<file path="config.mk">
export PLATFORM = sky130hd
export DESIGN_NAME = pipe_stage_reg
export DESIGN_NICKNAME = d
export VERILOG_FILES = /design/src/rtl/pipe_stage_reg_pkg.sv /design/src/rtl/pipe_stage_reg_sat_counter.sv /design/src/rtl/pipe_stage_reg.sv
export SDC_FILE = /design/constraint.sdc
export NUM_CORES = 1
export LEC_CHECK = 0
export ABC_AREA = 1
export BUFFER_PORTS_ARGS = -buffer_cell sky130_fd_sc_hd__buf_4
export CAP_MARGIN = 20
export CORE_MARGIN = 8
export CORE_UTILIZATION = 55
export DETAILED_ROUTE_END_ITERATION = 10
export GPL_ROUTABILITY_DRIVEN = 0
export GPL_TIMING_DRIVEN = 0
export PLACE_DENSITY_LB_ADDON = 0.1
export SYNTH_ARGS = -nofsm -noshare
export SYNTH_HDL_FRONTEND = slang
export SYNTH_SLANG_ARGS = --single-unit
</file>
<file path="constraint.sdc">
create_clock -name clk -period 5.6 [get_ports clk]
set_input_delay 0.56 -clock clk [delete_from_list [all_inputs] [get_ports clk]]
set_output_delay 0.56 -clock clk [all_outputs]
set_load 0.01 [all_outputs]
</file>
<file path="src/rtl/pipe_stage_reg_pkg.sv">
// Shared definitions for pipeline stage registers: occupancy states and
// payload field layout used when packing stage control/data into one word.
package pipe_stage_reg_pkg;

  typedef enum logic [1:0] {
    ST_EMPTY = 2'd0,
    ST_ONE   = 2'd1,
    ST_TWO   = 2'd2
  } stage_state_e;

  // EX/MEM payload layout, LSB first
  localparam int unsigned EXMEM_REGWR_BIT    = 0;
  localparam int unsigned EXMEM_MEMTOREG_BIT = 1;
  localparam int unsigned EXMEM_REGWRADDR_LSB = 2;
  localparam int unsigned REGWRADDR_W        = 5;
  localparam int unsigned EXMEM_ALUOUT_LSB   = 7;
  localparam int unsigned ALUOUT_W           = 32;
  localparam int unsigned EXMEM_PC4_LSB      = 39;
  localparam int unsigned PC4_W              = 32;
  localparam int unsigned EXMEM_W            = 71;

  function automatic logic [EXMEM_W-1:0] pack_exmem(
    input logic                   reg_wr,
    input logic                   mem_to_reg,
    input logic [REGWRADDR_W-1:0] reg_wr_addr,
    input logic [ALUOUT_W-1:0]    alu_out,
    input logic [PC4_W-1:0]       pc4
  );
    return {pc4, alu_out, reg_wr_addr, mem_to_reg, reg_wr};
  endfunction

endpackage

</file>
<file path="src/rtl/pipe_stage_reg_sat_counter.sv">
// Saturating up-counter with synchronous clear; clear wins over increment.
module sat_counter #(
  parameter int unsigned CNT_W = 16
) (
  input  logic             clk,
  input  logic             rst,
  input  logic             inc,
  input  logic             clr,
  output logic [CNT_W-1:0] count
);

  always_ff @(posedge clk or posedge rst) begin
    if (rst) begin
      count <= '0;
    end else if (clr) begin
      count <= '0;
    end else if (inc && (count != '1)) begin
      count <= count + CNT_W'(1);
    end
  end

endmodule

</file>
<file path="src/rtl/pipe_stage_reg.sv">
// Valid/ready pipeline stage register with flush, optional 2-entry skid
// buffer and a saturating stall counter for performance debug.
module pipe_stage_reg
  import pipe_stage_reg_pkg::*;
#(
  parameter int unsigned       DATA_W    = 32,
  parameter logic [DATA_W-1:0] RESET_VAL = '0,
  parameter int unsigned       SKID_EN   = 1,
  parameter int unsigned       CNT_W     = 16
) (
  input  logic              clk,
  input  logic              rst,
  input  logic              in_valid,
  output logic              in_ready,
  input  logic [DATA_W-1:0] in_data,
  output logic              out_valid,
  input  logic              out_ready,
  output logic [DATA_W-1:0] out_data,
  input  logic              flush,
  output logic [CNT_W-1:0]  stall_cnt,
  input  logic              cnt_clr
);

  if (SKID_EN != 0) begin : g_skid
    stage_state_e      state_q, state_d;
    logic [DATA_W-1:0] main_q, main_d;
    logic [DATA_W-1:0] skid_q, skid_d;
    logic              ready_q;
    logic              in_xfer, out_xfer;

    assign out_valid = (state_q != ST_EMPTY);
    assign out_data  = main_q;
    assign in_ready  = ready_q;
    assign in_xfer   = in_valid && ready_q && !flush;
    assign out_xfer  = out_valid && out_ready;

    always_ff @(posedge clk or posedge rst) begin
      if (rst) begin
        state_q <= ST_EMPTY;
        main_q  <= RESET_VAL;
        skid_q  <= RESET_VAL;
        ready_q <= 1'b1;
      end else begin
        state_q <= state_d;
        main_q  <= main_d;
        skid_q  <= skid_d;
        // ready is registered from the next state so it never depends on out_ready
        ready_q <= (state_d != ST_TWO);
      end
    end

    always_comb begin
      state_d = state_q;
      main_d  = main_q;
      skid_d  = skid_q;
      if (flush) begin
        state_d = ST_EMPTY;
      end else begin
        unique case (state_q)
          ST_EMPTY: begin
            if (in_xfer) begin
              state_d = ST_ONE;
              main_d  = in_data;
            end
          end
          ST_ONE: begin
            if (in_xfer && out_xfer) begin
              main_d = in_data;
            end else if (in_xfer) begin
              state_d = ST_TWO;
              skid_d  = in_data;
            end else if (out_xfer) begin
              state_d = ST_EMPTY;
            end
          end
          ST_TWO: begin
            if (out_xfer) begin
              state_d = ST_ONE;
              main_d  = skid_q;
            end
          end
          default: state_d = ST_EMPTY;
        endcase
      end
    end
  end else begin : g_single
    logic              valid_q;
    logic [DATA_W-1:0] main_q;
    logic              in_xfer, out_xfer;

    assign out_valid = valid_q;
    assign out_data  = main_q;
    assign in_ready  = !valid_q || out_ready;
    assign in_xfer   = in_valid && in_ready && !flush;
    assign out_xfer  = valid_q && out_ready;

    always_ff @(posedge clk or posedge rst) begin
      if (rst) begin
        valid_q <= 1'b0;
        main_q  <= RESET_VAL;
      end else if (flush) begin
        valid_q <= 1'b0;
      end else if (in_xfer) begin
        valid_q <= 1'b1;
        main_q  <= in_data;
      end else if (out_xfer) begin
        valid_q <= 1'b0;
      end
    end
  end

  sat_counter #(
    .CNT_W(CNT_W)
  ) u_stall_cnt (
    .clk  (clk),
    .rst  (rst),
    .inc  (out_valid && !out_ready),
    .clr  (cnt_clr),
    .count(stall_cnt)
  );

endmodule

</file>
==> impl_metrics.csv <==
group,metric,value,unit
grt,pin_count_of_the_biggest_net_entering_global_routing,71,
routing,drtPass1Iterations,4,
synth,synthFlopType,"dfrtp_1",
grt,grt_first_pass_wirelength,16550,um
power_and_ir_drop,power.static_leakage,0.002717,uW
routing,drt-vias-per-instance,5.201,
layout,drive_above_1_share,0.2531,
cts,cts_made_buffers,9,
setup_path,crit_path_max_fo,7,
die,start_util,0.5714,
layout,nets,591,
synth,async_set_or_reset_register_ratio_after_synthesis,1.000,
timing,setup_tns,0,ns
routing,total_via_count_after_detailed_routing,3396,
die,io_pins,88,
synth,netlist.top_cell.by_area,"dfrtp_1",
grt,grt_use_total,0.2048,
setup_path,critPathLaunchType,"register",
layout,inserted_diodes,0,
timing,setup_viol,0,
synth,ys_top_cells_by_area,"dfrtp_1 (53%), nand2_1 (18%), mux2i_1 (7.2%)",
timing,finClkSkew,0.007293,ns
grt,initial_antenna_violation_count,0,
layout,regArea,2078,sq um
setup_path,required_time_worst_endpoint,5.04,ns
synth,synthesis.nets,492,
timing,hold_violations,0,
die,area_of_the_die,10050,sq um
cts,post-cts-setup-buffers,0,
grt,grt-ovfl-total,0,
power_and_ir_drop,power-per-cell-area,313.0,nW/um^2
synth,number_of_synthesized_register_bits,83,
cts,cts-htree-levels,3,
synth,syn_area,3904,sq um
grt,grt_pass1_vias,3527,
timing,worst_pin_slew,0.5061,ns
timing,rsz0062_at_grt,"no",
setup_path,worst_ep_arrival_time,1.29,ns
die,core-area,6832,sq um
cts,cts_hold_buf,0,
timing,finalMaxSlewViolations,0,
timing,post-route-min-period,1.849,ns
routing,drt.antenna.violating_nets,0,
setup_path,critPathCaptureType,"output port",
layout,filler_cell_count,563,
run_status,outcome,"finished, final reports clean",
synth,synth_enable_flop_cells,0,
synth,synthMostInstantiatedCell,"nand2_1",
synth,netlist_top_cells_count,"nand2_1 (182), dfrtp_1 (82), mux2i_1 (28)",
cts,cts.root.buffer_cell,"clkbuf_8",
worst_hold_path,worstHoldPathType,"in -> async",
cts,clk-insertion-delay-late,0.35,ns
synth,average_cell_area_after_synthesis,8.618,sq um
layout,multi_input_gate_area,1642,sq um
layout,final_util,0.7223,
layout,flow.area_growth_from_synthesis,26.41,%
synth,yosys.area.top_type_share,0.5256,
timing,max_freq,540.8,MHz
synth,netlist_instances,453,
synth,post_synth_num_cell_types,29,
placed_design,buffer_ports.inserted,87,
setup_path,category_of_the_most_critical_setup_path,"reg -> out",
cts,tritoncts,"built",
placed_design,dp_hpwl,6899,um
cts,post_cts_resized,0,
die,core.rowCount,30,
timing,relative_slew_margins,0.6626,
routing,finalWirelength,9723,um
synth,synth-seq-area-share,0.5324,
setup_path,r2r_cells,7,
timing,post-route-period-util,0.3302,
routing,drt_first_iter_violations,149,
die,die_w,100.2,um
cts,clock_sink_count,83,
flow_run,max_cap_violations,0,
cts,cts_max_path_buffers,2,
cts,clk_pin_slew,0.08,ns
synth,yosys_warnings,0,
die,die_height,100.2,um
power_and_ir_drop,irDropWorstVdd,0.1961,mV
routing,post_drt_wl_per_cell,14.89,um
routing,drc_errors,0,
-- where the power goes --
group          leakage, uW  internal, uW  switching [uW]  total, uW
sequential         0.00107           704            61.9        766
clock             0.000113           275             215        491
combinational      0.00153           141             146        288
-- logic make-up after synthesis --
kind of cell	synth area share
buf+inv	0.04711
fa+ha+maj	0.003205
mux	0.07180
simple gates	0.2631
xor+xnor	0.01122
compound gates	0.07115
flops	0.5324
-- worst max-delay path: stages, from the launching register on --
cell and delay (ns):
dfrtp_1 0.36, buf_4 0.16, nor2_2 0.20, inv_1 0.07, buf_4 0.15
-- stage by stage --
stage	total power (uW)	cells	hold WS [ns]	instance area [sq um]	setup slack [ns]
5_1_grt	1623	653	0.1248	4935	3.689
3_3_place_gp	1051	636	0.4607	4677	1.931
6_report	1544	653	0.1276	4935	3.751
3_5_place_dp	1067	637	0.4643	4707	3.730
4_1_cts	1557	653	0.1210	4935	3.734
2_1_floorplan	909.9	453	0.4479	3904	2.905
-- final cells by class --
class	count	share of cell area
flip-flops and latches	83	0.4211
inverters	22	0.01724
well taps	96	0.02434
plain buffers	19	0.02054
multi-input cells	329	0.3327
clock buffers	12	0.03144
repair buffers	88	0.1379
clock inverters	4	0.01471
-- flip-flops by register name (all words and copies together), names as in the netlist --
name,count
u_stall_cnt.count,16
in_ready,1
g_skid.skid_q,32
out_data,32
g_skid.state_q,2
-- metal layers --
metal / wire length (um) / global-route usage
met5: 0 / 0
met3: 664 / 0.05467
met4: 138 / 0.1012
met1: 4272 / 0.2478
met2: 4648 / 0.3297
-- final timing paths --
path | from | endpoint | slack (ns)
max in group asynchronous | rst | out_data[29] | 4.88
hold / removal | rst | u_stall_cnt.count[8] | 0.13
min in group clk | flush | g_skid.state_q[1] | 0.40
setup / recovery | g_skid.state_q[1] | out_valid | 3.75
setup reg to reg | in_ready | out_data[5] | 3.85
hold reg to reg | g_skid.skid_q[1] | g_skid.skid_q[1] | 0.48
-- cells in the final DEF, fill, tap and decap left out, types with 2 or more instances in the layout --
master / n
nand4_1: 14
nand3_1: 12
inv_1: 18
bufinv_16: 2
nor2_1: 20
o21bai_1: 3
inv_2: 3
buf_2: 15
a21oi_2: 2
clkbuf_8: 11
xor2_1: 5
or2_2: 2
mux2i_1: 28
buf_4: 88
clkbuf_1: 2
dfrtp_1: 82
nor2_2: 4
nor2_4: 4
o21ai_1: 19
o21ai_0: 26
nand2_2: 2
nand2_1: 182
Power figures use the tool's default switching activity.
